File: config.mk
export PLATFORM = sky130hd
export DESIGN_NAME = pipe_control
export DESIGN_NICKNAME = d
export VERILOG_FILES = /design/src/rtl/pipe_control.sv
export SDC_FILE = /design/constraint.sdc
export NUM_CORES = 1
export LEC_CHECK = 0
export ABC_AREA = 1
export BUFFER_PORTS_ARGS = -buffer_cell sky130_fd_sc_hd__clkbuf_2
export CORE_MARGIN = 5
export CORE_UTILIZATION = 48
export CTS_CLUSTER_DIAMETER = 120
export CTS_CLUSTER_SIZE = 20
export DETAILED_ROUTE_END_ITERATION = 8
export GPL_ROUTABILITY_DRIVEN = 1
export PLACE_DENSITY = 0.76
export SKIP_CTS_REPAIR_TIMING = 1
export SYNTH_ARGS = -nofsm -noshare
export SYNTH_HDL_FRONTEND = slang
export SYNTH_SLANG_ARGS = --single-unit
File: constraint.sdc
create_clock -name clk -period 1.4 [get_ports clk]
set_input_delay 0.21 -clock clk [delete_from_list [all_inputs] [get_ports clk]]
set_output_delay 0.21 -clock clk [all_outputs]
set_load 0.01 [all_outputs]
File: src/rtl/pipe_control.sv
// Pipelined main control: decodes the ID opcode into a control bundle, carries it with the
// destination register through ID/EX, EX/MEM and MEM/WB, and resolves load-use, branch and jump hazards.
module pipe_control #(
    parameter int RA_W      = 5,
    parameter bit HAZARD_EN = 1'b1,
    parameter bit EXT_OPS   = 1'b1,
    parameter int CNT_W     = 16
) (
    input  logic            clk,
    input  logic            reset,
    input  logic [5:0]      op_id,
    input  logic [RA_W-1:0] rs_id,
    input  logic [RA_W-1:0] rt_id,
    input  logic [RA_W-1:0] rd_id,
    input  logic            zero_mem,
    output logic            ex_regdst,
    output logic            ex_alusrc,
    output logic [2:0]      ex_alu_mode,
    output logic            mem_read,
    output logic            mem_write,
    output logic            wb_memtoreg,
    output logic            wb_regwrite,
    output logic [RA_W-1:0] ex_dst,
    output logic [RA_W-1:0] mem_dst,
    output logic [RA_W-1:0] wb_dst,
    output logic            stall,
    output logic            flush_ifid,
    output logic [1:0]      pc_src,
    output logic [CNT_W-1:0] stall_cnt,
    output logic [CNT_W-1:0] flush_cnt
);

    localparam logic [5:0] OP_R    = 6'b000000;
    localparam logic [5:0] OP_LW   = 6'b100011;
    localparam logic [5:0] OP_SW   = 6'b101011;
    localparam logic [5:0] OP_BEQ  = 6'b000100;
    localparam logic [5:0] OP_BNE  = 6'b000101;
    localparam logic [5:0] OP_J    = 6'b000010;
    localparam logic [5:0] OP_ADDI = 6'b001000;
    localparam logic [5:0] OP_ANDI = 6'b001100;
    localparam logic [5:0] OP_ORI  = 6'b001101;

    typedef struct packed {
        logic       regdst;
        logic       alusrc;
        logic [2:0] alu_mode;
        logic       memread;
        logic       memwrite;
        logic       memtoreg;
        logic       regwrite;
        logic       branch_eq;
        logic       branch_ne;
    } ctrl_t;

    ctrl_t           id_ctrl;
    ctrl_t           idex_q;
    logic            jump_id;
    logic            uses_rs;
    logic            uses_rt;
    logic            dst_is_rt;
    logic [RA_W-1:0] id_dst;
    logic [RA_W-1:0] idex_dst_q;

    // EX/MEM and MEM/WB only keep the fields that later stages still consume
    logic            mem_read_q, mem_write_q, mem_memtoreg_q, mem_regwrite_q;
    logic            mem_beq_q, mem_bne_q;
    logic [RA_W-1:0] mem_dst_q;
    logic            wb_memtoreg_q, wb_regwrite_q;
    logic [RA_W-1:0] wb_dst_q;

    logic            take;
    logic            hazard;
    logic [CNT_W-1:0] stall_cnt_q;
    logic [CNT_W-1:0] flush_cnt_q;

    always_comb begin
        id_ctrl   = '0;
        jump_id   = 1'b0;
        uses_rs   = 1'b0;
        uses_rt   = 1'b0;
        dst_is_rt = 1'b0;
        case (op_id)
            OP_R: begin
                id_ctrl.regdst   = 1'b1;
                id_ctrl.alu_mode = 3'b010;
                id_ctrl.regwrite = 1'b1;
                uses_rs          = 1'b1;
                uses_rt          = 1'b1;
            end
            OP_LW: begin
                id_ctrl.alusrc   = 1'b1;
                id_ctrl.memread  = 1'b1;
                id_ctrl.memtoreg = 1'b1;
                id_ctrl.regwrite = 1'b1;
                uses_rs          = 1'b1;
                dst_is_rt        = 1'b1;
            end
            OP_SW: begin
                id_ctrl.alusrc   = 1'b1;
                id_ctrl.memwrite = 1'b1;
                uses_rs          = 1'b1;
                uses_rt          = 1'b1;
            end
            OP_BEQ: begin
                id_ctrl.alu_mode  = 3'b001;
                id_ctrl.branch_eq = 1'b1;
                uses_rs           = 1'b1;
                uses_rt           = 1'b1;
            end
            OP_BNE: begin
                if (EXT_OPS) begin
                    id_ctrl.alu_mode  = 3'b001;
                    id_ctrl.branch_ne = 1'b1;
                    uses_rs           = 1'b1;
                    uses_rt           = 1'b1;
                end
            end
            OP_J: jump_id = 1'b1;
            OP_ADDI, OP_ANDI, OP_ORI: begin
                if (EXT_OPS) begin
                    id_ctrl.alusrc   = 1'b1;
                    id_ctrl.regwrite = 1'b1;
                    uses_rs          = 1'b1;
                    dst_is_rt        = 1'b1;
                    if (op_id == OP_ANDI)
                        id_ctrl.alu_mode = 3'b011;
                    else if (op_id == OP_ORI)
                        id_ctrl.alu_mode = 3'b100;
                    else
                        id_ctrl.alu_mode = 3'b000;
                end
            end
            default: ;
        endcase
    end

    assign id_dst = id_ctrl.regdst ? rd_id : (dst_is_rt ? rt_id : '0);

    // A taken branch in MEM outranks both the load-use stall and a jump in ID
    always_comb begin
        take   = (mem_beq_q & zero_mem) | (mem_bne_q & ~zero_mem);
        hazard = HAZARD_EN && idex_q.memread && (idex_dst_q != '0) &&
                 (((idex_dst_q == rs_id) && uses_rs) || ((idex_dst_q == rt_id) && uses_rt));
        stall      = hazard & ~take;
        flush_ifid = take | jump_id;
        if (take)
            pc_src = 2'b01;
        else if (jump_id)
            pc_src = 2'b10;
        else
            pc_src = 2'b00;
    end

    always_ff @(posedge clk) begin
        if (reset) begin
            idex_q         <= '0;
            idex_dst_q     <= '0;
            mem_read_q     <= 1'b0;
            mem_write_q    <= 1'b0;
            mem_memtoreg_q <= 1'b0;
            mem_regwrite_q <= 1'b0;
            mem_beq_q      <= 1'b0;
            mem_bne_q      <= 1'b0;
            mem_dst_q      <= '0;
            wb_memtoreg_q  <= 1'b0;
            wb_regwrite_q  <= 1'b0;
            wb_dst_q       <= '0;
            stall_cnt_q    <= '0;
            flush_cnt_q    <= '0;
        end else begin
            wb_memtoreg_q <= mem_memtoreg_q;
            wb_regwrite_q <= mem_regwrite_q;
            wb_dst_q      <= mem_dst_q;
            if (take) begin
                idex_q         <= '0;
                idex_dst_q     <= '0;
                mem_read_q     <= 1'b0;
                mem_write_q    <= 1'b0;
                mem_memtoreg_q <= 1'b0;
                mem_regwrite_q <= 1'b0;
                mem_beq_q      <= 1'b0;
                mem_bne_q      <= 1'b0;
                mem_dst_q      <= '0;
            end else begin
                mem_read_q     <= idex_q.memread;
                mem_write_q    <= idex_q.memwrite;
                mem_memtoreg_q <= idex_q.memtoreg;
                mem_regwrite_q <= idex_q.regwrite;
                mem_beq_q      <= idex_q.branch_eq;
                mem_bne_q      <= idex_q.branch_ne;
                mem_dst_q      <= idex_dst_q;
                if (stall) begin
                    idex_q     <= '0;
                    idex_dst_q <= '0;
                end else begin
                    idex_q     <= id_ctrl;
                    idex_dst_q <= id_dst;
                end
            end
            if (stall && (stall_cnt_q != '1))
                stall_cnt_q <= stall_cnt_q + CNT_W'(1);
            if (flush_ifid && (flush_cnt_q != '1))
                flush_cnt_q <= flush_cnt_q + CNT_W'(1);
        end
    end

    assign ex_regdst   = idex_q.regdst;
    assign ex_alusrc   = idex_q.alusrc;
    assign ex_alu_mode = idex_q.alu_mode;
    assign ex_dst      = idex_dst_q;
    assign mem_read    = mem_read_q;
    assign mem_write   = mem_write_q;
    assign mem_dst     = mem_dst_q;
    assign wb_memtoreg = wb_memtoreg_q;
    assign wb_regwrite = wb_regwrite_q;
    assign wb_dst      = wb_dst_q;
    assign stall_cnt   = stall_cnt_q;
    assign flush_cnt   = flush_cnt_q;

endmodule

==> run_results.csv <==
group,metric,value,unit
critical_path,end_kind,"output port",
critical_path,r2r-end,"stall_cnt[10]",
layout,antenna_cells,0,
detailed_routing,num_vias,3573,
sta,period_needed,1870,ps
layout,syn_to_final_growth,56.8,%
synth,synth-edff-count,0,
synth,async_flop_share,0,%
layout,layout_commonest_cell,"buf_4",
detailed_routing,drc,0,
grt,grt_max_degree,19,
clock_network,numClockSinks,64,
place,post-place-ws,-321,ps
sta,worst_slack,-473,ps
sta,max_slew.worst_pin.slew,271,ps
synth,yosys_most_used_dff,"dfxtp_1",
clock_network,htreeDepth,3,
synth,avgSynthCellArea,6.94,µm²
place,placed_cells,706,
critical_path,path_cells,"inv_2, nand2_1, nand2_1, nor2_1, nand2_1, nor2_2, nand2_2, a21oi_4, nand2_1, inv_1, buf_6",
clock_network,cts.path.max_buffers,2,
sta,setup_violations,47,
synth,synth_seq_area_share,39.4,%
place,gp_routability_congestion,0.953,
status,violations,"setup timing",
critical_path,crit_required,1190,ps
hold_path,hold_class,"primary input to flip-flop",
sta,fmax,0.534,GHz
layout,fin_cells,733,
sta,final.period_utilization,134,%
sta,whs,62.0,ps
critical_path,r2r_cells,13,
critical_path,cp_max_fo,5,
status,run_status,"complete, but fails checks",
synth,synth_cells,468,
synth,syn_nets,494,
floorplan,die_area,0.00851,mm²
power_and_ir_drop,switchingPower,0.955,mW
critical_path,max_stage_delay,370,ps
grt,grt.total_usage,21.1,%
floorplan,start_util,48.6,%
floorplan,dieWidth,92.3,µm
layout,nets,674,
detailed_routing,drtIter0Drc,190,
synth,synth_area,0.00325,mm²
power_and_ir_drop,swShare,23.2,%
place,io_buffers,83,
clock_network,cts_tree,"yes",
clock_network,clk_transition_reported_paths,80,ps
layout,post-route-util,76.3,%
power_and_ir_drop,p_total,4.11,mW
critical_path,path_buf_inv,3,
power_and_ir_drop,seqPwrFrac,44.4,%
grt,antenna_found_initial,0,
detailed_routing,ant_nets,0,
clock_network,numCtsBuffers,9,
critical_path,critPathMostFrequentCell,"nand2_1",
power_and_ir_drop,vdd_drop_max,558,µV
power_and_ir_drop,clockPowerShare,48.6,%
detailed_routing,post_drt_wl_per_cell,13.0,µm
sta,fin_tns_setup,-9630,ps
critical_path,reg2reg_slack,-320,ps
grt,grt_pass1_vias,3265,
floorplan,rows,30,
synth,ys_types,38,
critical_path,critPathLaunchType,"flip-flop",
critical_path,critical-path-top-delay-family,"simple AND/OR/NAND/NOR gates",
critical_path,cp.depth,11,
power_and_ir_drop,leakage,2.56,nW
power_and_ir_drop,power.internal,3.16,mW
clock_network,clock_latency,340,ps
power_and_ir_drop,pwr-share-comb,7.0,%
sta,finClkSkew,12.4,ps
critical_path,arrival,1660,ps
critical_path,path_class,"flip-flop to output port",
layout,drive_gt1_share,47.6,%
detailed_routing,dr.pass1.iters,4,
layout,final_cell_mix,"buf_4, clkbuf_2, inv_1",
floorplan,die_height,92.3,µm
sta,finalHoldViolations,0,
place,hpwlAfterDp,6780,µm
place,dpl-instance-area,0.00443,mm²
critical_path,critPathSlowestCell,"dfxtp_4",
grt,grt_pass1_wl,14500,µm
critical_path,cp-startpoint,"ex_dst[3]",
detailed_routing,vias_per_cell,4.87,
floorplan,io_pins,84,
critical_path,endpoint,"stall",
detailed_routing,routed_wl,9530,µm
flow_run,drv_cap,0,
critical_path,r2r_start,"ex_dst[3]",
layout,fin_area,0.00509,mm²
synth,ys_ff_latch,64,
power_and_ir_drop,powerDensity,807,mW/mm²
sta,rsz0062_at_grt,"true",
sta,drv_slew,0,
synth,yosysWarningCount,0,
clock_network,cts_root_buffer,"clkbuf_8",
sta,relSlewSlack,81.9,%
grt,overflow,0,
floorplan,core_area,0.00668,mm²
## worst register-to-register path, stage by stage, from the launching register on
cell     delay (ps)
dfxtp_4         370
inv_2            50
nand2_1          50
nand2_1          50
nor2_1           80
nand2_1          70
nor2_2          140
nand2_2         100
buf_4           150
nand2_4         120
buf_6           140
nand4_2         100
o21ai_1         140
nor2_1           50
## power by group through the flow
stage | sequential, mW | clock [mW] | combinational, mW
5_1_grt | 1.83 | 2.13 | 0.314
2_1_floorplan | 1.87 | 0 | 0.116
4_1_cts | 1.83 | 2.04 | 0.253
3_5_place_dp | 1.87 | 0 | 0.251
3_3_place_gp | 1.87 | 0 | 0.248
6_report | 1.83 | 2.00 | 0.287
## cells by family after synthesis
kind of cell | after synthesis | synth area share, %
simple gates | 246 | 36.8
buf+inv | 103 | 13.7
flops | 64 | 39.4
compound gates | 47 | 7.70
xor+xnor | 6 | 1.62
fa+ha+maj | 2 | 0.770
## worst min-delay path by stage
stage,startpoint,endpoint,slack (ps),depth (start not counted)
2_1_floorplan,reset,flush_cnt[12],280,1
3_3_place_gp,mem_regwrite_q,wb_regwrite,390,2
3_5_place_dp,mem_regwrite_q,wb_regwrite,400,2
4_1_cts,rd_id[3],ex_dst[3],50,3
5_1_grt,rd_id[3],ex_dst[3],50,3
6_report,rd_id[1],ex_dst[1],60,3
## per-layer routing
layer	GRT usage [%]	vias up	wire length, µm
met5	0	-	0
met4	7.55	0	140
met3	5.91	12	473
met2	34.5	90	4770
met1	26.7	1649	4150
li1	-	1822	-
## Yosys cell counts, drive strengths merged (2+ instances only)
library cell	number	share of area, %
nand2	98	12
inv	90	10
nor2	87	11
dfxtp	64	39
nand3	24	4.4
o21ai	24	3.8
nand4	20	5.7
a21oi	18	2.8
nor3	12	2.3
buf	10	2.9
xor2	5	1.3
a22oi	2	0.46
clkbuf	2	0.23
ha	2	0.77
## state kept, by name (all words and copies together) (netlist names), 3 cells and up
register / count
mem_dst: 5
idex_q: 5
stall_cnt: 16
wb_dst: 5
ex_dst: 5
ex_alu_mode: 3
flush_cnt: 16
## final cells by class
type | count | area, µm²
multi-input combinational | 302 | 1870
clock buffer | 9 | 124
clock inverter | 7 | 125
tap | 80 | 100
sequential | 64 | 1320
timing repair buffer | 180 | 1210
fill | 511 | 1590
inverter | 91 | 353
Power figures use the tool's default switching activity.
